File: config.mk
export PLATFORM = sky130hd
export DESIGN_NAME = seg7_scan
export DESIGN_NICKNAME = d
export VERILOG_FILES = /design/src/rtl/seg7_pkg.sv /design/src/rtl/hex_to_seg7.sv /design/src/rtl/seg7_scan.sv
export SDC_FILE = /design/constraint.sdc
export NUM_CORES = 1
export LEC_CHECK = 0
export CAP_MARGIN = 20
export CORE_MARGIN = 1.5
export CORE_UTILIZATION = 45
export CTS_CLUSTER_SIZE = 30
export DETAILED_ROUTE_END_ITERATION = 10
export GPL_TIMING_DRIVEN = 1
export PLACE_DENSITY = 0.69
export SLEW_MARGIN = 20
export SYNTH_ARGS = -nofsm -noshare
export SYNTH_HDL_FRONTEND = slang
export SYNTH_SLANG_ARGS = --single-unit
File: constraint.sdc
create_clock -name clk -period 5.9 [get_ports clk]
set_clock_uncertainty 0.1 [all_clocks]
set_input_delay 0.885 -clock clk [delete_from_list [all_inputs] [get_ports clk]]
set_output_delay 0.885 -clock clk [all_outputs]
set_load 0.005 [all_outputs]
File: src/rtl/seg7_pkg.sv
`default_nettype none
// ============================================================================
//  Module   : seg7_pkg
//  Brief    : Shared constants and helpers for the multiplexed 7-segment
//             scanner: blank levels, hex glyphs, frame record, slot map.
//  Revision : 1.0  initial release
// ============================================================================
package seg7_pkg;

    // All anodes released / all segments dark (both active-low).
    localparam logic [7:0] c_an_blank  = 8'hFF;
    localparam logic [6:0] c_seg_blank = 7'h7F;

    // Active-low glyphs, bit order {g,f,e,d,c,b,a}.
    localparam logic [6:0] c_glyph_0 = 7'b1000000;
    localparam logic [6:0] c_glyph_1 = 7'b1111001;
    localparam logic [6:0] c_glyph_2 = 7'b0100100;
    localparam logic [6:0] c_glyph_3 = 7'b0110000;
    localparam logic [6:0] c_glyph_4 = 7'b0011001;
    localparam logic [6:0] c_glyph_5 = 7'b0010010;
    localparam logic [6:0] c_glyph_6 = 7'b0000010;
    localparam logic [6:0] c_glyph_7 = 7'b1111000;
    localparam logic [6:0] c_glyph_8 = 7'b0000000;
    localparam logic [6:0] c_glyph_9 = 7'b0010000;
    localparam logic [6:0] c_glyph_a = 7'b0001000;
    localparam logic [6:0] c_glyph_b = 7'b0000011;
    localparam logic [6:0] c_glyph_c = 7'b1000110;
    localparam logic [6:0] c_glyph_d = 7'b0100001;
    localparam logic [6:0] c_glyph_e = 7'b0000110;
    localparam logic [6:0] c_glyph_f = 7'b0001110;

    // Snapshot of the display inputs taken once per frame.
    typedef struct packed {
        logic [7:0] mask;
        logic [3:0] d1;
        logic [3:0] d2;
        logic [3:0] d3;
        logic [3:0] d4;
    } frame_t;

    localparam frame_t c_frame_reset = '{mask: 8'hFF, d1: 4'h0, d2: 4'h0, d3: 4'h0, d4: 4'h0};

    // Slot-to-nibble map: slots 0,1,4,5 carry d4,d3,d2,d1; the rest show zero.
    function automatic logic [3:0] slot_nibble(input logic [2:0] slot, input frame_t fr);
        logic [3:0] nib;
        nib = 4'h0;
        case (slot)
            3'd0:    nib = fr.d4;
            3'd1:    nib = fr.d3;
            3'd4:    nib = fr.d2;
            3'd5:    nib = fr.d1;
            default: nib = 4'h0;
        endcase
        return nib;
    endfunction

endpackage
`default_nettype wire

File: src/rtl/hex_to_seg7.sv
`default_nettype none
// ============================================================================
//  Module   : hex_to_seg7
//  Brief    : Combinational hex nibble to active-low 7-segment glyph decode.
//  Revision : 1.0  initial release
// ============================================================================
module hex_to_seg7
    import seg7_pkg::*;
(
    input  logic [3:0] nibble,
    output logic [6:0] seg
);

    // Plain lookup of the sixteen hex glyphs.
    always_comb begin
        seg = c_seg_blank;
        case (nibble)
            4'h0: seg = c_glyph_0;
            4'h1: seg = c_glyph_1;
            4'h2: seg = c_glyph_2;
            4'h3: seg = c_glyph_3;
            4'h4: seg = c_glyph_4;
            4'h5: seg = c_glyph_5;
            4'h6: seg = c_glyph_6;
            4'h7: seg = c_glyph_7;
            4'h8: seg = c_glyph_8;
            4'h9: seg = c_glyph_9;
            4'hA: seg = c_glyph_a;
            4'hB: seg = c_glyph_b;
            4'hC: seg = c_glyph_c;
            4'hD: seg = c_glyph_d;
            4'hE: seg = c_glyph_e;
            4'hF: seg = c_glyph_f;
            default: seg = c_seg_blank;
        endcase
    end

endmodule
`default_nettype wire

File: src/rtl/seg7_scan.sv
`default_nettype none
// ============================================================================
//  Module   : seg7_scan
//  Brief    : Eight-slot multiplexed 7-segment scanner with per-slot dead
//             time, frame-latched inputs and registered outputs.
//  Revision : 1.0  initial release
// ============================================================================
module seg7_scan
    import seg7_pkg::*;
#(
    parameter int DIV   = 100000,
    parameter int BLANK = 16
) (
    input  logic       clk,
    input  logic       reset_n,
    input  logic [7:0] anodo,
    input  logic [3:0] d1,
    input  logic [3:0] d2,
    input  logic [3:0] d3,
    input  logic [3:0] d4,
    output logic [7:0] an,
    output logic [6:0] seg,
    output logic       dp,
    output logic       frame_start
);

    localparam int             PW      = (DIV > 1) ? $clog2(DIV) : 1;
    localparam logic [PW-1:0]  c_last  = PW'(DIV - 1);
    localparam logic [PW-1:0]  c_blank = PW'(BLANK);

    logic [PW-1:0] presc_q, presc_d;
    logic [2:0]    idx_q,   idx_d;
    frame_t        frame_q, frame_d;
    logic [7:0]    an_q,    an_d;
    logic [6:0]    seg_q,   seg_d;
    logic          fs_q,    fs_d;

    logic          w_wrap;
    logic          w_load;
    logic [3:0]    w_nib;
    logic [6:0]    w_glyph;

    // Glyph of the nibble belonging to the slot currently being scanned.
    hex_to_seg7 u_glyph (
        .nibble (w_nib),
        .seg    (w_glyph)
    );

    // Next-state logic: prescaler, slot index, frame snapshot and output image.
    // The output image uses frame_d so the cycle that loads a new frame
    // already decodes the new contents.
    always_comb begin
        w_wrap  = (presc_q == c_last);
        presc_d = w_wrap ? '0 : presc_q + 1'b1;
        idx_d   = w_wrap ? idx_q + 3'd1 : idx_q;
        w_load  = (presc_q == '0) && (idx_q == 3'd0);
        frame_d = w_load ? frame_t'{mask: anodo, d1: d1, d2: d2, d3: d3, d4: d4} : frame_q;
        fs_d    = w_load;
        w_nib   = slot_nibble(idx_q, frame_d);
        an_d    = c_an_blank;
        seg_d   = c_seg_blank;
        if ((presc_q >= c_blank) && !frame_d.mask[idx_q]) begin
            an_d  = ~(8'b0000_0001 << idx_q);
            seg_d = w_glyph;
        end
    end

    // State and output registers; reset blanks the display asynchronously.
    always_ff @(posedge clk or negedge reset_n) begin
        if (!reset_n) begin
            presc_q <= '0;
            idx_q   <= 3'd0;
            frame_q <= c_frame_reset;
            an_q    <= c_an_blank;
            seg_q   <= c_seg_blank;
            fs_q    <= 1'b0;
        end else begin
            presc_q <= presc_d;
            idx_q   <= idx_d;
            frame_q <= frame_d;
            an_q    <= an_d;
            seg_q   <= seg_d;
            fs_q    <= fs_d;
        end
    end

    assign an          = an_q;
    assign seg         = seg_q;
    assign dp          = 1'b1;
    assign frame_start = fs_q;

endmodule
`default_nettype wire

==> results.cfg <==
[outcome]
outcome = completed

[global_routing]
grt_usage_pct = 19.0
grt_pass1_vias = 2171
grt_overflow = 0
antenna_found_initial = 0
grt_pass1_wl_um = 10500
grt_max_degree = 61

[worst_setup_path]
rrSetupSlack_ns = 2.49
worst-path-buf-inv = 1
r2r_cells = 8
crit_arrival_ns = 3.52
cp-start-kind = register
cpMaxStageDelayCell = a21oi_2
crit_chain = inv_1 > ha_1 > and3_1 > nand2_4 > mux2_1 > mux4_2 > a21oi_2 > o311ai_0
crit_family = multiplexers
critPathRequiredTime_ns = 6.01
worst_path_largest_cell_delay_ns = 0.47
criticalPathCategory = register to register
worst-path-stages = 8
cp-end-kind = register
path_max_fanout = 27

[clocking]
clockRootBuffer = clkbuf_8
clockBufferDepth = 2
cts.htree.levels = 3
clk_pin_slew_ns = 0.06
cts_tree = built
ctsResizeCount = 0
numCtsBuffers = 9
clock_latency_ns = 0.34
cts.sinks = 60
postCtsSetupRepairBufs = 0
cts_hold_buf = 0

[finish]
fin_util_pct = 56.6
final_cells = 417
drive_gt1_share_pct = 14.4
stdcell_area_sq_mm = 0.00359
area_growth_pct = 20.8
antenna_cells = 0
finalNetCount = 375

[synthesis]
syn-cell-area_sq_mm = 0.00297
synth_area_per_cell_sq_um = 10.2
yosys_warnings = 0
synth_area_leader_cell = dfrtp_1
synthDistinctLibCells = 47
syn_inst = 291
netlist.area_leader.share_pct = 31.1
synth.net_count = 331
synth.area.top_cells = dfrtp_1, dfstp_2, nand2_1, ha_1, o21ai_0
synth-seq-cells = 60
synth.yosys.seq_area_share_pct = 51.5

[min_path]
whs_path_depth = 2
min_path_type = register to register

[drt]
routedWlPerCell_um = 14.7
drt-initial-drc-count = 149
drtPass1Iterations = 4
vias_per_cell = 5.30
wl_um = 6150
drc = 0
antenna_left = 0
vias = 2209

[floorplan]
ios = 43
die_area_sq_mm = 0.00711
start_util_pct = 46.8
die_h_um = 84.3
rows = 29
fp.dieW_um = 84.3
core_area_sq_mm = 0.00635

[run]
cap_violations = 0

[timing]
fmax_mhz = 293
rsz0062_at_grt = no
worst_slew_pin_slew_ns = 0.743
maxSlewViolCount = 0
hold_ws_ns = 0.362
period_share_pct = 57.8
hold_viol = 0
slew_headroom_pct = 50.3
tns_ns = 0
final-setup-viol-count = 0
period_minus_slack_ns = 3.41

[pwr]
p_per_area_mw_per_mm2 = 223
power_frac_seq_pct = 54.2
p_int_w = 0.000619
ir_worst_vdd_mv = 0.130
pwr-share-clk_pct = 37.5
comb_power_share_pct = 8.3
power_switching_w = 0.000182
power_leakage_nw = 1.57
switching_share_pct = 22.7

[placement]
placed_cells = 401
port_buffers = 41
placed_cell_area_sq_mm = 0.00344
routabilityCongestion = 0.894
hpwlAfterDp_um = 4290
layout make-up:
cell class / count / area, sq um
Fill cell: 556 / 2760
Sequential cell: 60 / 1530
Multi-Input combinational cell: 211 / 1360
Timing Repair Buffer: 43 / 420
Clock buffer: 16 / 150
Tap cell: 77 / 96.3
Inverter: 10 / 37.5
per-stage QoR:
step,worst slack [ns],total power [W]
2_1_floorplan,3.13,0.000468
3_3_place_gp,2.63,0.000507
3_5_place_dp,2.48,0.000508
4_1_cts,2.49,0.000809
5_1_grt,2.25,0.000839
6_report,2.49,0.000801
worst min-delay path, delay by kind of cell (launching register included):
kind             cells  cell delay [ns]
DFF                  1             0.37
and+or+nand+nor      2             0.10
metal layers:
layer	part of all wire, %	wire length (um)	track usage (%)
met4	1.5	92	7.60
met3	5.8	355	5.01
met1	47	2910	27.2
met5	0	0	0
met2	45	2790	27.6
worst paths after layout:
check                                       from                     to
setup / recovery            idx_q[0]$_DFFE_PN0N_       seg[2]$_DFF_PN1_
max in group asynchronous                reset_n   presc_q[3]$_DFF_PN0_
hold / removal             frame_q[23]$_DFF_PN1_  frame_q[23]$_DFF_PN1_
min in group asynchronous                reset_n   frame_q[6]$_DFF_PN0_
hold reg to reg            frame_q[23]$_DFF_PN1_  frame_q[23]$_DFF_PN1_
setup reg to reg            idx_q[0]$_DFFE_PN0N_       seg[2]$_DFF_PN1_
cell families (layout without fill, tap and decap cells):
family	count (synthesis)	in the layout	synth area share (%)
and+or+nand+nor	120	120	18.8
muxes	11	11	5.17
xor gates and xnor gates	14	14	4.12
DFF	60	60	51.5
buffers and inverters	20	69	3.07
adders and majority gates	14	14	5.89
AOI/OAI and AO/OA	51	51	11.4
other	1	1	0.126
registers in the layout (all words and copies together) (netlist names):
register     count
seg              7
frame_q         24
presc_q         17
idx_q            3
frame_start      1
an               8
placed cells by master (no fill, tap or decap), drive strengths merged, types with 3 or more instances in the layout:
master,synthesis,layout
inv,9,9
nor2,19,19
a21o,6,6
nand4,4,4
o221ai,3,3
nor3,4,4
ha,14,14
xnor2,7,7
o21ai,18,18
nand2,61,61
mux2i,3,3
mux2,5,5
a21oi,7,7
dfrtp,37,37
a211oi,5,5
and3,5,5
buf,4,3
clkdlybuf4s50,0,40
dfstp,23,23
mux4,3,3
a31oi,4,4
clkbuf,6,16
xor2,7,7
nand3,17,17
Yosys cell counts, drive strengths merged:
library cell,number
a221o,1
or3,2
nor4b,1
xor2,7
xnor2,7
o211ai,1
o21ai,18
nor2b,2
and3,5
and4,1
o211a,1
nor3,4
a21o,6
clkbuf,6
a211oi,5
nor4,2
o31ai,1
mux2i,3
mux4,3
o221ai,3
or4,1
a21oi,7
dfrtp,37
clkinv,1
or2,1
dfstp,23
o22ai,1
nand3,17
o311ai,1
nor2,19
nand2,61
buf,4
a21bo,1
conb,1
o22a,1
nand4,4
a31oi,4
ha,14
mux2,5
inv,9
power by group through the flow:
stage / clock network [W] / logic, W / registers, W
2_1_floorplan: 0 / 0.0000272 / 0.000440
3_3_place_gp: 0 / 0.0000660 / 0.000441
3_5_place_dp: 0 / 0.0000668 / 0.000441
4_1_cts: 0.000307 / 0.0000670 / 0.000435
5_1_grt: 0.000330 / 0.0000734 / 0.000435
6_report: 0.000300 / 0.0000662 / 0.000434
No activity file was read; power rests on OpenSTA's default activity.
